[config.mk]
export PLATFORM = sky130hd
export DESIGN_NAME = mem_port_arbiter
export DESIGN_NICKNAME = d
export VERILOG_FILES = /design/src/rtl/mem_port_arbiter.sv
export SDC_FILE = /design/constraint.sdc
export NUM_CORES = 1
export LEC_CHECK = 0
export BUFFER_PORTS_ARGS = -buffer_cell sky130_fd_sc_hd__buf_2
export CAP_MARGIN = 20
export CORE_MARGIN = 2
export CORE_UTILIZATION = 30
export CTS_BUF_LIST = sky130_fd_sc_hd__clkbuf_16
export DETAILED_ROUTE_END_ITERATION = 12
export HOLD_SLACK_MARGIN = 0.05
export PLACE_DENSITY_LB_ADDON = 0.2
export SLEW_MARGIN = 20
export SYNTH_ARGS = -nofsm -noshare
export SYNTH_HDL_FRONTEND = slang
export SYNTH_SLANG_ARGS = --single-unit
[constraint.sdc]
create_clock -name clk -period 1.7 [get_ports clk]
set_clock_uncertainty 0.15 [all_clocks]
set_input_delay 0.34 -clock clk [delete_from_list [all_inputs] [get_ports clk]]
set_output_delay 0.34 -clock clk [all_outputs]
set_load 0.03 [all_outputs]
[src/rtl/mem_port_arbiter.sv]
// mem_port_arbiter: shares one req/ack memory port between instruction fetch and data access.
// Optional fairness (bounded data run while a fetch waits) is enabled with `define MEM_ARB_FAIR_EN.
`default_nettype none

module mem_port_arbiter #(
    parameter int DATA_W     = 32,
    parameter int ADDR_W     = 32,
    parameter int MAX_DM_RUN = 4
) (
    input  logic                clk,
    input  logic                rst_n,
    input  logic                if_req_i,
    input  logic [ADDR_W-1:0]   if_addr_i,
    output logic [DATA_W-1:0]   if_rdata_o,
    output logic                if_ready_o,
    input  logic                dm_req_i,
    input  logic                dm_we_i,
    input  logic [ADDR_W-1:0]   dm_addr_i,
    input  logic [DATA_W-1:0]   dm_wdata_i,
    input  logic [DATA_W/8-1:0] dm_wmask_i,
    output logic [DATA_W-1:0]   dm_rdata_o,
    output logic                dm_ready_o,
    input  logic                flush_i,
    output logic                mem_req_o,
    output logic                mem_we_o,
    output logic [ADDR_W-1:0]   mem_addr_o,
    output logic [DATA_W-1:0]   mem_wdata_o,
    output logic [DATA_W/8-1:0] mem_wmask_o,
    input  logic [DATA_W-1:0]   mem_rdata_i,
    input  logic                mem_ack_i,
    output logic                stall_if_o,
    output logic                stall_mem_o
);

    typedef enum logic [1:0] {
        IDLE     = 2'd0,
        BUSY_IF  = 2'd1,
        BUSY_DM  = 2'd2,
        DRAIN_IF = 2'd3
    } state_t;

    state_t              state_q;
    logic                mem_we_q;
    logic [ADDR_W-1:0]   mem_addr_q;
    logic [DATA_W-1:0]   mem_wdata_q;
    logic [DATA_W/8-1:0] mem_wmask_q;

    logic decide;
    logic if_eligible;
    logic fetch_turn;
    logic grant_dm;
    logic grant_if;

`ifdef MEM_ARB_FAIR_EN
    localparam int RUN_W = $clog2(MAX_DM_RUN + 1);
    logic [RUN_W-1:0] run_q;

    // Counts data grants that overtook a waiting fetch; saturates so a flush cannot skip the limit.
    always_ff @(posedge clk or negedge rst_n) begin
        if (!rst_n) begin
            run_q <= '0;
        end else if (!if_req_i || grant_if) begin
            run_q <= '0;
        end else if (grant_dm && (run_q < RUN_W'(MAX_DM_RUN))) begin
            run_q <= run_q + 1'b1;
        end
    end
`endif

    always_comb begin
        decide      = (state_q == IDLE) || mem_ack_i;
        if_eligible = if_req_i && !flush_i;
`ifdef MEM_ARB_FAIR_EN
        fetch_turn  = if_eligible && (run_q >= RUN_W'(MAX_DM_RUN));
`else
        fetch_turn  = 1'b0;
`endif
        grant_dm    = decide && dm_req_i && !fetch_turn;
        grant_if    = decide && if_eligible && !grant_dm;
    end

    always_ff @(posedge clk or negedge rst_n) begin
        if (!rst_n) begin
            state_q     <= IDLE;
            mem_we_q    <= 1'b0;
            mem_addr_q  <= '0;
            mem_wdata_q <= '0;
            mem_wmask_q <= '0;
        end else if (grant_dm) begin
            state_q     <= BUSY_DM;
            mem_we_q    <= dm_we_i;
            mem_addr_q  <= dm_addr_i;
            mem_wdata_q <= dm_wdata_i;
            mem_wmask_q <= dm_wmask_i;
        end else if (grant_if) begin
            state_q     <= BUSY_IF;
            mem_we_q    <= 1'b0;
            mem_addr_q  <= if_addr_i;
            mem_wdata_q <= '0;
            mem_wmask_q <= '0;
        end else if (decide) begin
            state_q <= IDLE;
        end else if ((state_q == BUSY_IF) && flush_i) begin
            // The abandoned fetch stays on the bus until the memory acknowledges it.
            state_q <= DRAIN_IF;
        end
    end

    assign mem_req_o   = (state_q != IDLE);
    assign mem_we_o    = mem_we_q;
    assign mem_addr_o  = mem_addr_q;
    assign mem_wdata_o = mem_wdata_q;
    assign mem_wmask_o = mem_wmask_q;

    assign if_ready_o  = mem_ack_i && (state_q == BUSY_IF) && !flush_i;
    assign dm_ready_o  = mem_ack_i && (state_q == BUSY_DM);
    assign if_rdata_o  = mem_rdata_i;
    assign dm_rdata_o  = mem_rdata_i;

    assign stall_if_o  = if_req_i && !if_ready_o;
    assign stall_mem_o = dm_req_i && !dm_ready_o;

endmodule

`default_nettype wire

Word level (Yosys, flattened, before mapping)
Cells that the tools add are included.
Operators by class
  eq/ne operators: 2
  muxes and demuxes: 12
  reductions and logical operators: 19
Operator list (count)
  two-way mux 32 bit: 4
  logical AND 1 bit: 10
  two-way mux 2 bit: 4
  two-way mux 4 bit: 2
  logical NOT 1 bit: 4
  nonzero test 2 bit: 2
  nonzero test 4 bit: 1
  equality test 2 x 1 -> 1 bit, second input constant: 1
  equality test 2 bit, second input constant: 1
  logical NOT 2 bit: 1
  two-way mux 1 bit: 2
  logical OR 1 bit: 1
Storage, ports and cells
  register bits: 71
  input bits: 139
  output and inout port bits: 138
  word-level logic and storage cells: 38

Depth between registers and ports, before layout
  depth after elaboration: 7
  gate-level depth with buffers: 5
  depth with buffers taken out: 3

Worst setup path before layout
No wires, ideal clock.
  path kind: reg2out
  start: register state_q[0]
  end: output port stall_if_o
  arrival time: 2.018 ns
  required time: 1.210 ns
  slack: -0.808 ns
  cell stages (with the launch flop): 4
  buffers on the path: 0
  cells stage by stage: dfrtp_1 inv_1 nor4b_1 nor2b_1
Between the ends
  longest elaborated chain between the ends: 5
Ends and longest elaborated chain
  start: declaration: line 42  | state_t state_q;
  start signal: assignment: line 84  | state_q <= IDLE;
  start signal: assignment: line 90  | state_q <= BUSY_DM;
  start signal: assignment: line 96  | state_q <= BUSY_IF;
  equality test 2 x 1 -> 1 bit: line 115  | assign if_ready_o = mem_ack_i && (state_q == BUSY_IF) && !flush_i;
  logical AND 1 bit (2 in a row): line 115
  net if_ready_o: line 15  | output logic if_ready_o,
  logical NOT 1 bit: line 120  | assign stall_if_o = if_req_i && !if_ready_o;
  logical AND 1 bit: line 120
  end: declaration: line 31  | output logic stall_if_o,
The timed path passes the listed nets, and every way through them passes these cells.

Worst setup path after layout
  start: register state_q[1]
  end: output port stall_if_o
Between the ends
  longest elaborated chain between the ends: 5
Ends and longest elaborated chain (line)
  equality test 2 x 1 -> 1 bit: 115
  logical AND 1 bit (2 in a row): 115
  logical NOT 1 bit: 120
  logical AND 1 bit: 120
No other way between the ends.

==> summary.md <==
| Metric | Value |
|---|---|
| Status | finished, violations left |
| Failing checks | negative setup slack |
| Worst Path Buf+Inv | 2 |
| Storage element area | 0.00178 mm² |
| Final setup vio count | 55 |
| NumNets Final | 557 |
| Leakage | 2.30 nW |
| CTS tree | done |
| Initial antenna violation count | 0 |
| Fin crit share | 1.11 |
| Area growth syn-to-layout | 39.1% |
| Worst path arrival time | 1390 ps |
| Diode count | 0 |
| Core ar. | 0.0113 mm² |
| Synth Warn # | 0 |
| H-tree level count | 3 |
| Synth Area in Adders | 0 |
| Worst Setup End Kind | output pin |
| Sequential area share after synthesis | 0.516 |
| Hold Startpoint | dm_wdata_i[19] |
| Area of the multi-input gates | 0.00123 mm² |
| Synth Area per Inst | 12.2 µm² |
| Slowest-stage cell, CP | dfrtp_1 |
| Max clock buf depth | 2 |
| Minimum clock period | 1880 ps |
| Beginning of the critical path | state_q[1] |
| Vias in the first global route | 2796 |
| CP Launch Type | flop |
| Worst EP required | 1210 ps |
| Num CTS Buffers | 9 |
| Clk sinks | 71 |
| Maxcap violations | 0 |
| Site Rows | 39 |
| Synth Area in Simple Gates | 0.0935 |
| GPL Wtd Cong | 0.768 |
| Final hold violations | 0 |
| Synth area leader | dfrtp_1 |
| Post-synth ARST share | 1.00 |
| Crit path cell chain | buf_6 -> nor4b_4 -> nor2b_1 -> buf_4 |
| CP delay by family, top | flip-flops |
| DR pass1 iterations | 6 |
| Vias/cell | 5.04 |
| Largest family of logic cells by synthesized area | compound AO/OA/AOI/OAI gates |
| Via count | 2851 |
| FILL cells | 1092 |
| Pwr/cell area | 1150 mW/mm² |
| Worst setup path category | flop to output pin |
| Die ar. | 0.0123 mm² |
| Reg2reg setup slack | -170 ps |
| Synth area leaders | dfrtp_1 (52%), buf_4 (14%), o221a_2 (10%) |
| DRT antenna net count | 0 |
| Synth Flop Type | dfrtp_1 |
| Die height | 111 µm |
| Max VDD drop | 0.000485 V |
| Final wirelength | 10300 µm |
| Slew margin rel. | 0.669 |
| GR Overflow Total | 0 |
| Worst Hold Class | input port to flop |
| Post-synth top cells | dfrtp_1 (71), buf_4 (64), a22o_1 (37), o221a_2 (31), or4_1 (31) |
| Synth Instances | 281 |
| Final core occ | 0.423 |
| Fmax | 531 MHz |
| Worst-path clk slew | 60 ps |
| Pin count of the biggest net entering global routing | 72 |
| Post-synth EDFFs | 0 |
| Residual DRC | 0 |
| Post-synth top area share | 0.516 |
| Input/output buffers | 180 |
| GRT Resource Usage Total | 0.158 |
| Initial Utilization | 0.304 |
| CP max stage delay | 410 ps |
| Layout cells sized above 1 | 0.657 |
| Mapped cell area | 0.00344 mm² |
| #FFs+latches synth | 71 |
| Synth Net Count | 420 |
| Crit Path Max Fanout | 4 |
| Die X | 111 µm |
| First-pass GRT wire length | 15500 µm |
| Per-cell routed wire length | 18.2 µm |
| Most common cell in the synthesized netlist | dfrtp_1 |
| Count of final max-slew check failures | 0 |
| Worst Tran Pin Value | 495 ps |
| Xor/xnor share of the synthesized area | 0 |
| Complex-gate fraction of the synthesized area | 0.215 |
| Multiplexer share of the synthesized area | 0 |
| Unrepaired setup endpoints after global routing | true |
| Worst skew pair latency | 330 ps |
| Dpl hpwl | 6800 µm |
| Setup WS post-layout | -182 ps |
| Reg-to-Reg Start | state_q[0] |
| CTS root buf | clkbuf_16 |
| Post-synthesis cell type count | 26 |
| Setup TNS | -6760 ps |
| Starting DRT DRC Count | 229 |
| IO Count | 277 |
==> power breakdown <==
part           internal [mW]  switching [mW]  total (mW)
logic                  0.690           0.986        1.68
clock network          0.987           0.748        1.73
registers               1.94           0.152        2.10
==> per-stage QoR <==
stage / instance area (µm²) / total power, mW / hold WS, ps / setup slack [ps] / instances
6_report: 4790 / 5.51 / 76.8 / -182 / 566
5_1_grt: 4790 / 5.76 / 67.9 / -254 / 566
4_1_cts: 4530 / 5.46 / 68.8 / -209 / 559
3_5_place_dp: 4180 / 3.66 / 235 / -100 / 539
3_3_place_gp: 4180 / 3.65 / 234 / -50.8 / 539
2_1_floorplan: 3460 / 3.33 / -106 / -17.9 / 281
==> worst reg2reg max path, stage by stage (launching register included) <==
cell and delay (ps):
dfrtp_1 420, buf_6 130, o21ba_4 280, clkbuf_16 180, or4_1 460, o221a_2 140
==> flip-flops by register name, summed over array words and instances, names as in the netlist <==
name         count
mem_addr_o      32
mem_wdata_o     32
mem_we_o         1
mem_wmask_o      4
state_q          2
==> area by class of cell <==
class,count,area share
well taps,143,0.0374
repair buffers,211,0.275
multi-input cells,123,0.257
clock buffers,9,0.0471
clock inverters,7,0.0102
flip-flops and latches,71,0.371
inverters,2,0.00209
==> layer usage <==
layer	part of all wire	GRT usage	up-vias
met5	0	0	-
met4	0.012	0.0502	0
met3	0.082	0.0498	9
met2	0.48	0.256	163
met1	0.42	0.203	1383
li1	-	-	1296
==> timing repair <==
action                                 in CTS  in global routing
resized for setup                          14                 24
pin swaps                                   5                 10
gates cloned                                1                  3
endpoints found under the hold margin      71                  0
buffers inserted                            2                  4
hold buffers                                1                  0
setup endpoints to repair                  44                 53
==> cells by family after synthesis <==
| group | after synthesis |
|---|---|
| simple gates | 46 |
| compound gates | 76 |
| buf+inv | 88 |
| flops | 71 |
==> final timing paths <==
path / depth (start not counted) / end
max in group asynchronous: 3 / mem_addr_o[24]
max reg2reg: 5 / mem_addr_o[17]
min in group asynchronous: 3 / mem_wdata_o[0]
max: 4 / stall_if_o
min: 2 / mem_wdata_o[19]
min reg2reg: 1 / mem_wdata_o[24]
==> cell usage in the layout (no fill, tap or decap), types with 3 or more instances in the layout <==
master      count
o221a_2        22
o221a_4         9
buf_2         175
or4_4          12
clkinvlp_4      3
clkbuf_16      11
dfrtp_1        71
buf_6           9
a22o_1         37
buf_12          8
or4_1          19
nor2b_1         3
nor2_4          3
buf_4          16
Note: power is estimated with default switching activity, not from simulation.
